$ cat config.mk
export PLATFORM = sky130hd
export DESIGN_NAME = interfaz_tx_flat
export DESIGN_NICKNAME = d
export VERILOG_FILES = /design/src/rtl/interfaz_tx_if.sv /design/src/rtl/interfaz_tx.sv /design/src/flat_wrapper.sv
export SDC_FILE = /design/constraint.sdc
export NUM_CORES = 1
export LEC_CHECK = 0
export BUFFER_PORTS_ARGS = -buffer_cell sky130_fd_sc_hd__buf_4
export CAP_MARGIN = 15
export CORE_ASPECT_RATIO = 0.8
export CORE_MARGIN = 5
export CORE_UTILIZATION = 45
export CTS_BUF_LIST = sky130_fd_sc_hd__clkbuf_8 sky130_fd_sc_hd__clkbuf_16
export DETAILED_ROUTE_END_ITERATION = 12
export GPL_TIMING_DRIVEN = 0
export PLACE_DENSITY = 0.66
export SLEW_MARGIN = 40
export SYNTH_ARGS = -nofsm -noshare
export SYNTH_HDL_FRONTEND = slang
export SYNTH_SLANG_ARGS = --single-unit
$ cat constraint.sdc
create_clock -name i_clk -period 2.92 [get_ports i_clk]
set_input_delay 0.292 -clock i_clk [delete_from_list [all_inputs] [get_ports i_clk]]
set_output_delay 0.292 -clock i_clk [all_outputs]
set_load 0.02 [all_outputs]
$ cat src/rtl/interfaz_tx_if.sv
// ALU-result / UART-TX handshake bundle for the interfaz_tx stage.
// The slave side is the interfaz_tx block itself; the master side is its environment
// (ALU strobe source plus UART transmitter).
interface interfaz_tx_if #(
    parameter int NB_DATA = 8
);
    logic [NB_DATA-1:0] i_resultado;
    logic               i_alu_valid;
    logic               i_tx_done;
    logic               o_tx_start;
    logic [NB_DATA-1:0] o_tx_data;
    logic               o_busy;
    logic               o_full;
    logic               o_overflow;

    modport slave (
        input  i_resultado,
        input  i_alu_valid,
        input  i_tx_done,
        output o_tx_start,
        output o_tx_data,
        output o_busy,
        output o_full,
        output o_overflow
    );

    modport master (
        output i_resultado,
        output i_alu_valid,
        output i_tx_done,
        input  o_tx_start,
        input  o_tx_data,
        input  o_busy,
        input  o_full,
        input  o_overflow
    );
endinterface

$ cat src/rtl/interfaz_tx.sv
// interfaz_tx: captures ALU results on their done strobe, queues them in a small FIFO
// and feeds them one byte at a time to the UART transmitter using a start/done handshake.
// Up to FIFO_DEPTH bytes can wait while one more is in flight; anything beyond that is
// dropped and flagged with a one-cycle overflow pulse.
module interfaz_tx #(
    parameter int NB_DATA    = 8,
    parameter int FIFO_DEPTH = 4,
    parameter int NB_PTR     = 2
) (
    input logic         i_clk,
    input logic         i_rst,
    interfaz_tx_if.slave bus
);

    typedef enum logic [1:0] {
        IDLE  = 2'd0,
        START = 2'd1,
        WAIT  = 2'd2
    } state_t;

    localparam logic [NB_PTR:0] FULL_COUNT = (NB_PTR + 1)'(FIFO_DEPTH);

    state_t             state;
    logic [NB_DATA-1:0] mem [FIFO_DEPTH];
    logic [NB_PTR-1:0]  wr_ptr;
    logic [NB_PTR-1:0]  rd_ptr;
    logic [NB_PTR:0]    count;
    logic               push;
    logic               pop;
    logic               tx_start;
    logic [NB_DATA-1:0] tx_data;
    logic               overflow;

    // A result is stored only if the FIFO had room before this edge; a same-edge pop
    // does not make room for it.
    assign push = bus.i_alu_valid && (count != FULL_COUNT);

    // The sender pulls the head whenever it is idle and something is queued.
    assign pop = (state == IDLE) && (count != '0);

    // Storage array write port.
    // NOTE: the array has no reset; count/pointers define which entries are live, so stale contents are never read.
    always_ff @(posedge i_clk) begin
        if (push) begin
            mem[wr_ptr] <= bus.i_resultado;
        end
    end

    // FIFO bookkeeping plus the IDLE/START/WAIT sender, all outputs registered.
    // NOTE: every assignment here is non-blocking so all decisions use pre-edge state and count.
    always_ff @(posedge i_clk) begin
        if (i_rst) begin
            state    <= IDLE;
            wr_ptr   <= '0;
            rd_ptr   <= '0;
            count    <= '0;
            tx_start <= 1'b0;
            tx_data  <= '0;
            overflow <= 1'b0;
        end else begin
            overflow <= bus.i_alu_valid && (count == FULL_COUNT);

            // Pointers wrap naturally because FIFO_DEPTH is a power of two.
            if (push) begin
                wr_ptr <= wr_ptr + 1'b1;
            end
            if (pop) begin
                rd_ptr <= rd_ptr + 1'b1;
            end

            // Simultaneous push and pop leave the count unchanged.
            case ({push, pop})
                2'b10:   count <= count + 1'b1;
                2'b01:   count <= count - 1'b1;
                default: count <= count;
            endcase

            case (state)
                IDLE: begin
                    tx_start <= 1'b0;
                    if (pop) begin
                        tx_data  <= mem[rd_ptr];
                        tx_start <= 1'b1;
                        state    <= START;
                    end
                end
                START: begin
                    // The UART cannot finish within one cycle, so done is not looked at here.
                    tx_start <= 1'b0;
                    state    <= WAIT;
                end
                WAIT: begin
                    tx_start <= 1'b0;
                    if (bus.i_tx_done) begin
                        state <= IDLE;
                    end
                end
                default: begin
                    tx_start <= 1'b0;
                    state    <= IDLE;
                end
            endcase
        end
    end

    assign bus.o_tx_start = tx_start;
    assign bus.o_tx_data  = tx_data;
    assign bus.o_overflow = overflow;
    assign bus.o_busy     = (state != IDLE) || (count != '0);
    assign bus.o_full     = (count == FULL_COUNT);

endmodule
$ cat src/flat_wrapper.sv
// flat-port wrapper written by rule: the top's interface ports become plain ports
module interfaz_tx_flat 
#(
    parameter int NB_DATA    = 8,
    parameter int FIFO_DEPTH = 4,
    parameter int NB_PTR     = 2
)
  (i_clk, i_rst, bus_i_resultado, bus_i_alu_valid, bus_i_tx_done, bus_o_tx_start, bus_o_tx_data, bus_o_busy, bus_o_full, bus_o_overflow);
  interfaz_tx_if #(.NB_DATA(NB_DATA)) bus_i ();
  input logic i_clk;
  input logic i_rst;
  input wire logic [$bits(bus_i.i_resultado)-1:0] bus_i_resultado;
  input wire logic [$bits(bus_i.i_alu_valid)-1:0] bus_i_alu_valid;
  input wire logic [$bits(bus_i.i_tx_done)-1:0] bus_i_tx_done;
  output wire logic [$bits(bus_i.o_tx_start)-1:0] bus_o_tx_start;
  output wire logic [$bits(bus_i.o_tx_data)-1:0] bus_o_tx_data;
  output wire logic [$bits(bus_i.o_busy)-1:0] bus_o_busy;
  output wire logic [$bits(bus_i.o_full)-1:0] bus_o_full;
  output wire logic [$bits(bus_i.o_overflow)-1:0] bus_o_overflow;
  assign bus_i.i_resultado = bus_i_resultado;
  assign bus_i.i_alu_valid = bus_i_alu_valid;
  assign bus_i.i_tx_done = bus_i_tx_done;
  assign bus_o_tx_start = bus_i.o_tx_start;
  assign bus_o_tx_data = bus_i.o_tx_data;
  assign bus_o_busy = bus_i.o_busy;
  assign bus_o_full = bus_i.o_full;
  assign bus_o_overflow = bus_i.o_overflow;
  interfaz_tx #(.NB_DATA(NB_DATA), .FIFO_DEPTH(FIFO_DEPTH), .NB_PTR(NB_PTR)) u_core (.i_clk(i_clk), .i_rst(i_rst), .bus(bus_i));
endmodule
==> results of run 1 <==
==> worst register-to-register path, cell delays in order, from the launching register on <==
cell     delay, ps
dfxtp_1        390
or3b_1         420
buf_6          160
nand2_1         60
ha_1           170
inv_1           60
fa_1           370
xor2_1         160
or3_2          410
a21oi_1        150
==> per-layer routing <==
layer | part of all wire [%] | global-route usage, % | up-vias | wire, µm
met3 | 5.8 | 5.660 | 2 | 215
met2 | 49 | 20.26 | 25 | 1795
met1 | 45 | 16.91 | 610 | 1674
li1 | - | - | 595 | -
met4 | 0.30 | 2.636 | 0 | 11
met5 | 0 | 0 | - | 0
==> cells in the mapped netlist, types with 3 or more instances <==
master,number,area share [%]
inv_1,7,1.3
mux4_2,5,5.5
ha_1,5,3.0
nand3_1,10,2.4
clkbuf_1,3,0.55
dfxtp_1,19,18
buf_6,3,1.6
a21oi_1,12,2.9
mux4_1,3,3.8
o21ai_0,10,2.4
nor3_1,3,0.73
and3_1,4,1.2
edfxtp_1,32,47
nor2_1,7,1.3
==> layout make-up <==
cell class,count,area (µm²)
clock inverters,3,15.01
repair buffers,22,165.2
inverters,7,26.28
fillers,389,2132
flip-flops and latches,51,1341
well taps,60,75.07
multi-input cells,77,631.9
clock buffers,5,68.82
plain buffers,9,58.81
==> state kept, by name, summed over array words and instances, names as in the netlist <==
name,count
u_core.mem,32
u_core.bus.o_tx_data,8
u_core.count,3
u_core.bus.o_tx_start,1
u_core.rd_ptr,2
u_core.bus.o_overflow,1
u_core.wr_ptr,2
u_core.state,2
==> power by group <==
part	total, mW	internal, mW	switching (mW)
Clock	0.376	0.163	0.214
Combinational	0.870	0.376	0.494
Sequential	0.972	0.897	0.0753
==> worst min path at each step <==
stage                                        from                 endpoint
after floorplan                bus_i_resultado[0]         u_core.mem[0][0]
after global placement    u_core.bus.o_tx_data[0]  u_core.bus.o_tx_data[0]
after detailed placement  u_core.bus.o_tx_data[2]  u_core.bus.o_tx_data[2]
after CTS                      bus_i_resultado[2]         u_core.mem[3][2]
after global routing           bus_i_resultado[1]         u_core.mem[3][1]
final                          bus_i_resultado[2]         u_core.mem[1][2]
==> metrics by stage <==
step	total power, mW	area [µm²]	utilization, %
after global routing	2.373	2382	52.77
after floorplan	1.585	2058	-
final	2.219	2382	52.77
after detailed placement	1.862	2298	50.91
after global placement	1.826	2298	50.91
after CTS	2.234	2382	52.77
==> cells by family (layout without fill, tap and decap cells) <==
kind of cell	Yosys count	count (layout)	synth area share [%]
AOI/OAI and AO/OA	27	27	7.660
xor gates and xnor gates	2	2	0.8512
adders and majority gates	6	6	4.012
buffers and inverters	16	46	4.133
DFF	51	51	65.17
muxes	9	9	9.788
and+or+nand+nor	33	33	8.390
==> impl_metrics.json, run 1 <==
{
  "status": "complete, no violations",
  "ys_types": 31,
  "worstSetupPathType": "flop to flop",
  "fmax_mhz": 415.1,
  "core_area_um2": 4514,
  "yosysSeqAreaShare_pct": 65.17,
  "clock_latency_ps": 300,
  "placed_cells": 226,
  "crit_fanout": 10,
  "dp_hpwl_um": 2535,
  "die_width_um": 85.61,
  "ant_nets": 0,
  "p_per_area_nw_per_um2": 931.3,
  "cpMaxStageDelayCell": "or3b_1",
  "firstDrtPassIters": 4,
  "io_pins": 24,
  "crit_path_end_kind": "flop",
  "synth_edf_count": 32,
  "slew_headroom_pct": 64.66,
  "drtIter0Drc": 76,
  "htree_levels": 2,
  "critPathLaunchType": "flop",
  "grt_pass1_vias": 1200,
  "required_ps": 3150,
  "post_cts.resized_instances": 0,
  "rr_endpoint": "u_core.count[2]",
  "leakagePower_nw": 0.8785,
  "report.final.setup_viol": 0,
  "cts_inserted_buffers": 5,
  "ys_ff_latch": 51,
  "grt_antenna_before_repair": 0,
  "yosys_warnings": 0,
  "initial_core_util_pct": 45.59,
  "drc": 0,
  "place_worst_setup_slack_ps": 527.6,
  "fin_ws_ps": 511.1,
  "row_count": 22,
  "postCtsSetupBuffers": 0,
  "drv_slew": 0,
  "synth_fp_nets": 162,
  "dieArea_um2": 6035,
  "synth_area_um2": 2058,
  "root_buffer": "clkbuf_8",
  "grt_usage_pct": 13.00,
  "hold_violations": 0,
  "min_period_ps": 2409,
  "cp.arrival_ps": 2630,
  "cp.depth": 9,
  "antenna_cells": 0,
  "maxCapViolCount": 0,
  "cts_tree": "yes",
  "io_buffers": 22,
  "worstMarginPinSlew_ps": 530.1,
  "grt_setup_unrepaired": "false",
  "finClkSkew_ps": 4.774,
  "holdWs_ps": 186.8,
  "setup_tns_ps": 0,
  "critPathTopFamily": "simple AND/OR/NAND/NOR gates",
  "endpoint": "u_core.count[2]",
  "clk_path_buf_depth": 2,
  "die_h_um": 70.49,
  "drive_gt1_share_pct": 24.71,
  "clkSlewWorstSetupHoldPaths_ps": 90,
  "rr_startpoint": "u_core.count[2]",
  "async_flop_share_pct": 0,
  "fin_crit_sh_pct": 82.50,
  "grt_overflow_total": 0,
  "grt_pass1_wl_um": 5871,
  "final_common_cell": "edfxtp_1",
  "crit_path_start": "u_core.count[2]",
  "vias": 1232,
  "nets": 191,
  "hold_path_class": "input port to flop",
  "reg2reg_depth": 9,
  "avgSynthCellArea_um2": 14.29,
  "rrSetupSlack_ps": 510,
  "crit_chain": "or3b_1 -> buf_6 -> nand2_1 -> ha_1 -> inv_1 -> fa_1 -> xor2_1 -> or3_2 -> a21oi_1",
  "grt_max_degree": 16,
  "holdPathStages": 1,
  "holdBufCountCts": 0,
  "max_stage_delay_ps": 420,
  "cts_sinks": 51,
  "ys.flop_type": "edfxtp_1",
  "place_congestion": 0.7139,
  "syn_inst": 144,
  "area_growth_syn_to_layout_pct": 15.74,
  "max-vdd-ir-drop_uv": 455.2,
  "final_cells": 234,
  "wirelength_um": 3697,
  "drt-vias-per-instance": 5.265,
  "wire_per_inst_um": 15.80,
  "final_cell_mix": "edfxtp_1 (32), buf_4 (22), dfxtp_1 (19)",
  "crit_buf_inv": 2
}
(Power assumes the default switching activity.)
==> run 2, diff against run 1 <==
Clock period 2.92 ns to 2.3 ns, I/O delays scaled along.
==> impl_metrics.json, run 2 (same netlist as run 1, synthesis figures left out) <==
{
  "crit_path_end_kind": "flop",
  "wirelength_um": 3755,
  "nets": 194,
  "max-vdd-ir-drop_uv": 583.9,
  "cts_inserted_buffers": 5,
  "die_h_um": 70.49,
  "grt_max_degree": 16,
  "hold_path_class": "input port to flop",
  "grt_usage_pct": 13.25,
  "dieArea_um2": 6035,
  "antenna_cells": 0,
  "place_congestion": 0.7139,
  "die_width_um": 85.61,
  "leakagePower_nw": 0.8970,
  "grt_antenna_before_repair": 0,
  "row_count": 22,
  "met1_usage_pct": 16.91,
  "firstDrtPassIters": 4,
  "core_area_um2": 4514,
  "report.final.setup_viol": 0,
  "hold_violations": 0,
  "grt_pass1_wl_um": 5989,
  "use_met2_pct": 20.69,
  "slew_headroom_pct": 65.52,
  "dpl_cell_area_um2": 2298,
  "status": "complete, no violations",
  "setup_tns_ps": 0,
  "largest_reg_flops": 32,
  "worstSetupPathType": "flop to flop",
  "dp_hpwl_um": 2535,
  "drv_slew": 0,
  "initial_core_util_pct": 45.59,
  "htree_levels": 2,
  "finClkSkew_ps": 3.568,
  "fmax_mhz": 455.4,
  "grt_overflow_total": 0,
  "wire_per_inst_um": 15.84,
  "clkSlewWorstSetupHoldPaths_ps": 80,
  "grt_setup_unrepaired": "false",
  "placed_cells": 226,
  "cts_sinks": 51,
  "clock_latency_ps": 300,
  "crit_fanout": 11,
  "worstMarginPinSlew_ps": 517.3,
  "final_cell_area_um2": 2424,
  "top_register": "u_core.mem",
  "p_per_area_nw_per_um2": 1194,
  "busiest_layer": "met2",
  "critPathLaunchType": "flop",
  "vias": 1238,
  "cts_tree": "yes",
  "cp.arrival_ps": 2420,
  "io_buffers": 22,
  "required_ps": 2520,
  "final_cell_mix": "edfxtp_1 (32), buf_4 (26), dfxtp_1 (16)",
  "grt_pass1_vias": 1239,
  "drc": 0,
  "drtIter0Drc": 72,
  "holdBufCountCts": 0,
  "clk_path_buf_depth": 2,
  "fin_ws_ps": 104.1,
  "fin_crit_sh_pct": 95.47,
  "postLayoutCoreUtil_pct": 53.69,
  "io_pins": 24,
  "ant_nets": 0,
  "drive_gt1_share_pct": 31.07,
  "final_common_cell": "edfxtp_1",
  "root_buffer": "clkbuf_8",
  "min_period_ps": 2196,
  "use_met3_pct": 5.896,
  "maxCapViolCount": 0,
  "place_worst_setup_slack_ps": -92.35,
  "final_cells": 237,
  "drt-vias-per-instance": 5.224,
  "area_growth_syn_to_layout_pct": 17.75
}
run 2: power by group:
part           total [mW]  switching [mW]  leakage [nW]  internal [mW]
clock network       0.477           0.270        0.0467          0.207
logic                1.19           0.664         0.400          0.527
registers            1.23          0.0847         0.450           1.14
run 2: area by class of cell:
| type | instances | area (µm²) |
|---|---|---|
| flip-flops and latches | 51 | 1345 |
| plain buffers | 8 | 47.55 |
| clock inverters | 3 | 15.01 |
| well taps | 60 | 75.07 |
| fillers | 386 | 2091 |
| inverters | 7 | 26.28 |
| repair buffers | 26 | 195.2 |
| multi-input cells | 77 | 650.6 |
| clock buffers | 5 | 68.82 |
run 2: per-layer routing:
| layer | up-vias | routed length (µm) |
|---|---|---|
| met2 | 31 | 1855 |
| met1 | 606 | 1620 |
| met4 | 0 | 13 |
| met5 | - | 0 |
| met3 | 2 | 265 |
| li1 | 599 | - |
run 2: final timing paths:
path                            slack, ps                     from  cells past startpoint                       to
worst min register to register        490  u_core.bus.o_tx_data[6]                      2  u_core.bus.o_tx_data[6]
worst max-delay path                  100          u_core.count[0]                      8          u_core.count[2]
worst min-delay path                  120       bus_i_resultado[2]                      1         u_core.mem[3][2]
worst max register to register        100          u_core.count[0]                      8          u_core.count[2]
run 2: stage by stage:
step                      hold WS [ps]  total power, mW
final                            124.7            2.895
after global routing             102.3            3.091
after CTS                        116.1            2.904
after detailed placement         432.9            2.364
after global placement           427.2            2.318
after floorplan                  328.9            2.013
run 2: critical path: stages, from the launching register on:
cell     delay [ps]
dfxtp_2         330
or3b_4          450
nand2_1         100
ha_2            170
inv_1            50
fa_2            330
xor2_1          150
or3_2           420
a21oi_2         130
run 2: repair_timing:
action | in CTS | in global routing
setup buffers | 4 | 0
pin swaps | 0 | 1
resized for setup | 7 | 2
setup endpoints to repair | 1 | 1
